--- src/rtl/biassram_r.sv ---
// biassram_r: bias SRAM reader; first read of entry 0, then serves entries 0..L-1 with wrap.
// Define BIAS_RD_PREFETCH_EN for the shadow-prefetch variant that sustains one request per cycle.
module biassram_r #(
  parameter int BIAS_ST_LENGTH = 64,
  parameter int ADDR_CNT_BITS  = 9,
  parameter int BIAS_SRAM_WLEN = 32
) (
  input  logic                      clk,
  input  logic                      reset,
  input  logic                      bias_rd1st_start,
  output logic                      bias_rd1st_busy,
  output logic                      bias_rd1st_done,
  input  logic                      bias_req,
  input  logic                      layer_end,
  output logic                      bias_valid,
  output logic [BIAS_SRAM_WLEN-1:0] bias_data,
  output logic                      bias_last,
  output logic                      cen_biasr_0,
  output logic                      wen_biasr_0,
  output logic [ADDR_CNT_BITS-1:0]  addr_biasr_0,
  input  logic [BIAS_SRAM_WLEN-1:0] dout_biasr_0
);
  localparam logic [ADDR_CNT_BITS-1:0] LAST = ADDR_CNT_BITS'(BIAS_ST_LENGTH - 1);
  typedef enum logic [2:0] {IDLE, RD1, CAP, DONE1, SERVE, FETCH} state_t;
  state_t                    state_q, state_d;
  logic [ADDR_CNT_BITS-1:0]  ptr_q, ptr_d, idx_q, idx_d, ptr_nxt;
  logic [BIAS_SRAM_WLEN-1:0] data_q, data_d;
  logic                      valid_q, valid_d, take;
`ifdef BIAS_RD_PREFETCH_EN
  logic [BIAS_SRAM_WLEN-1:0] shadow_q, shadow_d;
  logic                      pf_q, pf_d;
`endif
  assign ptr_nxt = (ptr_q == LAST) ? '0 : ptr_q + 1'b1;
  assign take = (state_q == SERVE) && !layer_end && bias_req && valid_q;
  assign wen_biasr_0 = 1'b1;
  assign bias_valid = valid_q;
  assign bias_data = data_q;
  assign bias_last = valid_q && (idx_q == LAST);
  assign bias_rd1st_busy = (state_q == RD1) || (state_q == CAP) || (state_q == DONE1);
  assign bias_rd1st_done = (state_q == DONE1);
`ifdef BIAS_RD_PREFETCH_EN
  // The next word is always read one step ahead so a request never waits on the SRAM.
  assign cen_biasr_0 = !((state_q == RD1) || (state_q == DONE1) || take);
  assign addr_biasr_0 = (state_q == RD1) ? '0 : take ? ptr_nxt : ptr_q;
`else
  assign cen_biasr_0 = !((state_q == RD1) || take);
  assign addr_biasr_0 = (state_q == RD1) ? '0 : ptr_q;
`endif
  always_comb begin
    state_d = state_q;
    ptr_d = ptr_q;
    idx_d = idx_q;
    data_d = data_q;
    valid_d = valid_q;
`ifdef BIAS_RD_PREFETCH_EN
    pf_d = (state_q == DONE1) || take;
    shadow_d = pf_q ? dout_biasr_0 : shadow_q;
`endif
    case (state_q)
      IDLE: state_d = bias_rd1st_start ? RD1 : IDLE;
      RD1: begin
        ptr_d = ADDR_CNT_BITS'(1);
        state_d = CAP;
      end
      CAP: begin
        data_d = dout_biasr_0;
        idx_d = '0;
        valid_d = 1'b1;
        state_d = DONE1;
      end
      DONE1: state_d = SERVE;
      SERVE: begin
        if (layer_end) begin
          valid_d = 1'b0;
          state_d = IDLE;
        end else if (take) begin
          idx_d = ptr_q;
          ptr_d = ptr_nxt;
`ifdef BIAS_RD_PREFETCH_EN
          data_d = pf_q ? dout_biasr_0 : shadow_q;
`else
          valid_d = 1'b0;
          state_d = FETCH;
`endif
        end
      end
      FETCH: begin
        data_d = dout_biasr_0;
        valid_d = 1'b1;
        state_d = SERVE;
      end
      default: state_d = IDLE;
    endcase
  end
  always_ff @(posedge clk) begin
    if (!reset) begin
      state_q <= IDLE;
      ptr_q <= '0;
      idx_q <= '0;
      data_q <= '0;
      valid_q <= 1'b0;
`ifdef BIAS_RD_PREFETCH_EN
      shadow_q <= '0;
      pf_q <= 1'b0;
`endif
    end else begin
      state_q <= state_d;
      ptr_q <= ptr_d;
      idx_q <= idx_d;
      data_q <= data_d;
      valid_q <= valid_d;
`ifdef BIAS_RD_PREFETCH_EN
      shadow_q <= shadow_d;
      pf_q <= pf_d;
`endif
    end
  end
endmodule

--- config.mk ---
export PLATFORM = sky130hd
export DESIGN_NAME = biassram_r
export DESIGN_NICKNAME = d
export VERILOG_FILES = /design/src/rtl/biassram_r.sv
export SDC_FILE = /design/constraint.sdc
export NUM_CORES = 1
export LEC_CHECK = 0
export BUFFER_PORTS_ARGS = -buffer_cell sky130_fd_sc_hd__buf_2
export CAP_MARGIN = 20
export CORE_MARGIN = 2
export CORE_UTILIZATION = 44
export CTS_CLUSTER_SIZE = 30
export DETAILED_ROUTE_END_ITERATION = 10
export PLACE_DENSITY = 0.75
export SLEW_MARGIN = 25
export SYNTH_ARGS = -nofsm -noshare
export SYNTH_HDL_FRONTEND = slang
export SYNTH_SLANG_ARGS = --single-unit
--- constraint.sdc ---
create_clock -name clk -period 1.8 [get_ports clk]
set_clock_uncertainty 0.2 [all_clocks]
set_input_delay 0.18 -clock clk [delete_from_list [all_inputs] [get_ports clk]]
set_output_delay 0.18 -clock clk [all_outputs]
set_load 0.1 [all_outputs]
After elaboration in Yosys (flattened, before gate mapping). Index checks and enable logic that the tools add are counted.

Bits in latches: 0. Flip-flop bits (word level): 54. Input port bits: 37. Output and inout bits: 47. Memories kept: 0. Bits in read-only memories: 0. Logic and storage cells: 49. Memory bits (writable): 0.

Equal/unequal tests: 10. Mux-type cells: 15. Div/mod/pow operators: 0. Multipliers: 0. Add/sub/neg operators: 1. Reductions and logical operators: 18. Shift operators: 0. Magnitude comparators: 0. Bitwise gates (word level): 0.

Operators with widths (count): two-way mux 9 bit (6); case mux 9 bit (2 select lines) (2); equality test 9 x 6 -> 1 bit, second input constant (2); case mux 3 bit (5 select lines) (1); adder 9 x 1 -> 9 bit, second input constant (1); equality test 3 x 2 -> 1 bit, second input constant (2); equality test 3 bit, second input constant (2); two-way mux 3 bit (2); AND reduction 3 bit (2); nonzero test 2 bit (3); logical AND 1 bit (4); != test 2 bit, second input constant (2); OR reduction 2 bit (2); equality test 3 x 1 -> 1 bit, second input constant (1); zero test 3 bit (1); logical OR 1 bit (3); two-way mux 1 bit (3); != test 3 bit, second input constant (1); zero test 1 bit (2); case mux 1 bit (2 select lines) (1); AND reduction 2 bit (1).

Logic depth before layout (Yosys ltp). Gate-level depths: netlist of run 1.

Depth in word-level cells: 7. Mapped depth: 6. Depth with buffers taken out: 5.

Worst setup path before layout of run 1. No wires, ideal clock.

Kind: reg2out. From: register valid_q (netlist: bias_valid). To: output port bias_last. Path buffers: 0. Data arrival time: 4.002 ns. Required time: 1.420 ns. Stages on the path, launching flop included: 3. Slack: -2.582 ns. Path through: dfxtp_1 nand4_1 nor4_1.

Cells in the longest elaborated chain, start to end: 1.

RTL lines: from (decl) (line 28) `logic valid_q, valid_d, take;`; from (signal assigned) (line 111) `valid_q <= valid_d;`; logical AND 1 bit (line 38) `assign bias_last = valid_q && (idx_q == LAST);`; to (decl) (line 17) `output logic bias_last,`.

Every way passes these cells.

Worst setup path after layout of run 1.
From: register state_q[1]. To: output port addr_biasr_0[1].

Cells in the longest elaborated chain, start to end: 2.

RTL lines: from (decl) (line 25) `state_t state_q, state_d;`; from (signal assigned) (line 107) `state_q <= state_d;`; equality test 3 x 1 -> 1 bit (line 47) `assign addr_biasr_0 = (state_q == RD1) ? '0 : ptr_q;`; two-way mux 9 bit (line 47); to (decl) (line 20) `output logic [ADDR_CNT_BITS-1:0] addr_biasr_0,`.

Every way passes these cells.

==> results of run 1 <==
power by group:
part | internal (mW) | total, mW | switching [mW]
Sequential | 1.27 | 1.31 | 0.0456
Combinational | 0.333 | 1.13 | 0.802
Clock | 0.422 | 0.850 | 0.427
cell usage after synthesis, drive strengths merged:
library cell / n / area [µm²]
nand2: 72 / 270
dfxtp: 54 / 1080
a21boi: 38 / 289
buf: 11 / 75.1
nand3: 11 / 55.1
a22o: 8 / 70.1
clkbuf: 7 / 26.3
nor2: 7 / 33.8
and2b: 6 / 45.0
o21ai: 6 / 33.8
nor3b: 4 / 41.3
a21oi: 3 / 15.0
and3: 3 / 18.8
nand3b: 3 / 22.5
nor2b: 3 / 18.8
o311ai: 3 / 26.3
nand2b: 2 / 12.5
nand4: 2 / 12.5
nor4: 2 / 18.8
o21a: 2 / 15.0
or3: 2 / 12.5
a211oi: 1 / 7.51
a31oi: 1 / 6.26
and3b: 1 / 10.0
conb: 1 / 3.75
ha: 1 / 12.5
inv: 1 / 3.75
mux2i: 1 / 10.0
nand4b: 1 / 8.76
nor3: 1 / 5.00
nor4b: 1 / 8.76
o211ai: 1 / 7.51
o22a: 1 / 8.76
o22ai: 1 / 6.26
o311a: 1 / 11.3
o31ai: 1 / 7.51
or2b: 1 / 7.51
or3b: 1 / 8.76
xnor2: 1 / 8.76
cell type report:
class | instances | area (µm²) | share of cell area
repair buffers | 143 | 1190 | 0.320
clock buffers | 5 | 68.8 | 0.0184
inverters | 1 | 3.75 | 0.00101
clock inverters | 3 | 47.5 | 0.0127
multi-input cells | 194 | 1240 | 0.331
flip-flops and latches | 54 | 1090 | 0.293
well taps | 70 | 87.6 | 0.0235
through the flow:
| step | hold slack [ns] | util |
|---|---|---|
| 2_1_floorplan | 0.119 | - |
| 3_3_place_gp | 0.227 | 0.632 |
| 3_5_place_dp | 0.233 | 0.632 |
| 4_1_cts | 0.00598 | 0.731 |
| 5_1_grt | 0.0750 | 0.731 |
| 6_report | 0.0156 | 0.731 |
cells by family after synthesis:
kind of cell,synth area share
AND/OR/NAND/NOR,0.261
AO/OA/AOI/OAI,0.216
flip-flops,0.463
buffers and inverters,0.0450
adder cells (fa/ha/maj),0.00536
other,0.00161
XOR/XNOR,0.00375
multiplexers,0.00429
state kept, by name (all words and copies together) (netlist names):
register    count
bias_data      32
idx_q           9
bias_valid      1
state_q         3
ptr_q           9
worst paths after layout:
check / start / to
setup / recovery: state_q[1] / addr_biasr_0[1]
hold / removal: layer_end / state_q[0]
hold reg to reg: bias_data[15] / bias_data[15]
setup reg to reg: state_q[2] / ptr_q[8]
critical path, stage by stage (launching register included):
cell	delay [ns]
dfxtp_4	0.38
nor3b_4	0.24
buf_12	0.16
and2b_2	0.25
buf_12	0.17
timing repair:
action                                  in CTS  in global routing
endpoints found under the hold margin       33                  0
setup buffers                                5                  0
pin swaps                                    2                  2
endpoints found under the setup margin      12                 32
hold buffers                                33                  0
gates resized for setup                      8                  5
metal layers:
layer,GRT usage,vias to the layer above
li1,-,1186
met1,0.285,1134
met2,0.423,80
met3,0.0353,15
met4,0.0909,0
met5,0,-
==> metrics.md, run 1 <==
| Metric | Value |
|---|---|
| GR Overflow Total | 0 |
| Crit start category | flop |
| Post-layout min period | between 1.5 and 2 ns |
| Synth cell types | 48 |
| Crit path max fanout | 11 |
| Final period utilization | 1.05 |
| Leak | 1.55 nW |
| Top Layer Used | met4 |
| Post-Place Worst Slack | about 0.033 ns |
| WP data arrival | 1.52 ns |
| Clock-pin slew on the worst setup and hold paths | about 0.11 ns |
| Syn Nets | 305 |
| Power, Total | 3.30 mW |
| Critical Path Sink Type | output pin |
| Total Nets Final | 437 |
| Vias/cell | between 5 and 6 |
| CORE AREA | a little over 5000 µm² |
| Routed vias | 2415 |
| Critical Path RT | 1.42 ns |
| GPL Wtd Cong | 0.858 |
| Initial drt markers | 172 |
| Fmax | 0.527 GHz |
| RSZ-0062 raised after global routing | true |
| Placed instance area | about 3200 µm² |
| Routed wire length | 6.84 mm |
| DRT antenna net count | 0 |
| Commonest non-fill, non-tap cell in the layout | nand2_1 |
| Worst-skew pair later-pin latency | 0.32 ns |
| Layout cells sized above 1 | 0.365 |
| Setup TNS | -0.412 ns |
| Layout fillers | 353 |
| CTS max path bufs | 2 |
| Antenna diodes | 0 |
| Pin count of the biggest net entering global routing | 25 |
| Setup CP Type | reg -> out |
| Final instance area | 3730 µm² |
| Failing checks | setup timing |
| Commonest non-fill, non-tap cells in the layout | nand2_1, buf_2, dfxtp_1, dlygate4sd3_1, a21boi_0 |
| DR WL met3 | 330 µm |
| DRT Pass-1 Iters | 4 |
| Post-synthesis instance total | around 270 |
| Final setup margin | -0.0980 ns |
| Routed len/inst | 14.6 µm |
| Initial Util | 0.457 |
| Worst R2R Path Depth | 4 |
| Die X | around 77 µm |
| Port bufs | 82 |
| All-layer global routing usage | 0.237 |
| Post-DP HPWL | 4.29 mm |
| Worst Hold Depth | 4 |
| Final Hold Vio Count | 0 |
| Area Growth Syn to Fin | 59.9% |
| Vias in the first global route | 2416 |
| Die Y-Extent | 76.9 µm |
| Number of core rows | 26 |
| Die area | between 5000 and 6000 µm² |
| Reg2reg setup slack | 0.08 ns |
| Remaining DRCs | 0 |
| Wire length on met2 | 3.55 mm |
| CTS sink count | 54 |
| Post-Layout Cell Count | 470 |
| Post-Synthesis Cell Area | 2340 µm² |
| Metal-1 WL | 2.80 mm |
| Status | finished, violations left |
| # placed instances | 425 |
| Worst Hold Class | in -> reg |
| Total CTS buffers | 5 |
| First-pass GRT wire length | 11.2 mm |
| Root Buffer Master | clkbuf_8 |
| Pins Over Slew Limit | 0 |
| Max-cap viol count | 0 |
| CTS tree | yes |
| Initial antenna violation count | 0 |
| Post-synthesis register bit count | 54 |
| Final setup viols | 11 |
| Peak VDD IR | about 0.58 mV |
| Mean post-synth cell area | 8.75 µm² |
| Ports | 84 |
| H-tree depth | 2 |
| Synth Warn # | 0 |
| Sequential share of the synthesized area | 0.463 |
| PD cells | 883 nW/µm² |
Note: power is estimated with default switching activity, not from simulation.
==> run 2, diff against run 1 <==
PLACE_DENSITY = 0.83   (was 0.75)
==> run 2 against run 1 <==
  * The run still ends with setup timing left
  * Worst setup slack got worse by 0.017 ns
  * Non-clock buffer count increased by 9
  * Critical path type unchanged
  * Largest power group unchanged
  * Sequential power about the same
  * Utilization increased by 2.9 points
  * Largest cell class is now non-clock buffers
  * First-iteration DRC count increased by 27%
  * Critical endpoint unchanged
  * Global-route usage increased by 3.6 points
==> metrics.md, run 2 (synthesized netlist as in run 1, its figures left out) <==
| Metric | Value |
|---|---|
| Critical Path RT | 1.42 ns |
| Combinational power share | 0.346 |
| CTS max path bufs | 2 |
| Initial antenna violation count | 0 |
| Failing checks | setup timing |
| Routed len/inst | 17.8 µm |
| Area Growth Syn to Fin | 66.1% |
| Post-DP HPWL | between 4 and 5 mm |
| Pins Over Slew Limit | 0 |
| CTS sink count | 54 |
| Ports | 84 |
| CTS tree | yes |
| Layout cells sized above 1 | 0.384 |
| P_sw | 1.31 mW |
| Crit. Startpoint | state_q[0] |
| Die Y-Extent | between 70 and 80 µm |
| RR Endpoint | ptr_q[4] |
| Fmax | between 0.5 and 0.6 GHz |
| Total CTS buffers | 5 |
| Post-Place Worst Slack | 0.0729 ns |
| Commonest non-fill, non-tap cell in the layout | nand2_1 |
| DRT Pass-1 Iters | 4 |
| Commonest non-fill, non-tap cells in the layout | nand2_1, buf_2, dfxtp_1, dlygate4sd3_1, buf_4 |
| RSZ-0062 raised after global routing | true |
| R2R Path Start | state_q[0] |
| Slew @ Worst Pin | around 0.53 ns |
| # placed instances | 424 |
| CORE AREA | 5110 µm² |
| Initial drt markers | 218 |
| Port bufs | 82 |
| Post-layout min period | around 1.9 ns |
| GR Overflow Total | 0 |
| Peak VDD IR | 0.678 mV |
| Antenna diodes | 0 |
| First-pass GRT wire length | 12.8 mm |
| Clock-pin slew on the worst setup and hold paths | roughly 0.1 ns |
| Int Power | 2.24 mW |
| Setup TNS | -0.768 ns |
| Reg2reg setup slack | -0.04 ns |
| Routed vias | 2706 |
| All-layer global routing usage | 0.273 |
| Initial Util | 0.457 |
| Sw Share | 0.368 |
| Status | finished, violations left |
| Seq pwr share | 0.372 |
| Final period utilization | 1.06 |
| Total Nets Final | 446 |
| Die area | roughly 5900 µm² |
| Final setup margin | -0.115 ns |
| Worst-skew pair later-pin latency | 0.31 ns |
| Leak | about 1.6 nW |
| Critical Path Sink Type | output pin |
| Number of core rows | 26 |
| H-tree depth | 2 |
| Final Hold Vio Count | 0 |
| Routed wire length | 8.52 mm |
| WHS | between 0.04 and 0.05 ns |
| WP data arrival | between 1.5 and 2 ns |
| Number of flip-flops in the largest register | 32 |
| Die X | 76.9 µm |
| Setup CP Type | reg -> out |
| Pin count of the biggest net entering global routing | 33 |
| Clock share of power | 0.282 |
| GPL Wtd Cong | a little under 0.9 |
| Root Buffer Master | clkbuf_8 |
| Vias in the first global route | 2624 |
| Final core utilization | 0.760 |
| Critical Path Sink | addr_biasr_0[1] |
| DRT antenna net count | 0 |
| Remaining DRCs | 0 |
| Slew HR | 0.652 |
| Worst Hold Class | in -> reg |
| Post-Layout Cell Count | 479 |
| Crit start category | flop |
| Worst R2R Path Depth | 5 |
| Max-cap viol count | 0 |
| Crit path max fanout | 6 |
| Final setup viols | 12 |
| PD cells | 913 nW/µm² |
| Vias/cell | 5.65 |
-- run 2: per-stage QoR --
stage               power [mW]  cell area (µm²)
floorplan                 2.11             2420
global placement          2.34             3210
detailed placement        2.36             3210
CTS                       3.44             3760
global route              3.66             3880
finish                    3.54             3880
-- run 2: metal layers --
metal / track usage / vias up / share of wire
li1: - / 1200 / -
met1: 0.309 / 1305 / 0.38
met2: 0.465 / 161 / 0.49
met3: 0.0694 / 40 / 0.073
met4: 0.153 / 0 / 0.052
met5: 0 / - / 0
-- run 2: cell type report --
cell class,count,area [µm²]
tap,70,87.6
sequential,54,1100
clock buffer,6,82.6
fill,319,1230
timing repair buffer,152,1290
multi-input combinational,194,1260
clock inverter,2,60.1
inverter,1,3.75
-- run 2: repair_timing --
action                                 in CTS  in global routing
hold buffers                               32                  0
endpoints found under the hold margin      32                  0
setup endpoints to repair                  11                 38
pin swaps                                   3                  6
cloned                                      1                  2
gates resized for setup                     8                 21
buffers inserted                            8                  4
-- run 2: power by group through the flow --
stage	clock network, mW	registers, mW	logic [mW]
after floorplan	0	1.76	0.356
after global placement	0	1.33	1.01
after detailed placement	0	1.34	1.02
after CTS	1.01	1.31	1.12
after global routing	1.06	1.32	1.28
final	1.00	1.32	1.23
-- run 2: worst min path at each step --
| stage | start | endpoint | cells past startpoint |
|---|---|---|---|
| finish | reset | ptr_q[7] | 3 |
| global route | reset | ptr_q[7] | 3 |
| CTS | reset | ptr_q[7] | 3 |
| detailed placement | dout_biasr_0[14] | bias_data[14] | 3 |
| global placement | dout_biasr_0[10] | bias_data[10] | 3 |
| floorplan | dout_biasr_0[10] | bias_data[10] | 2 |
-- run 2: critical path, stage by stage (launching register included) --
cell and delay (ns):
dfxtp_4 0.39, nor3b_4 0.25, buf_6 0.15, and2b_2 0.24
buf_12 0.17
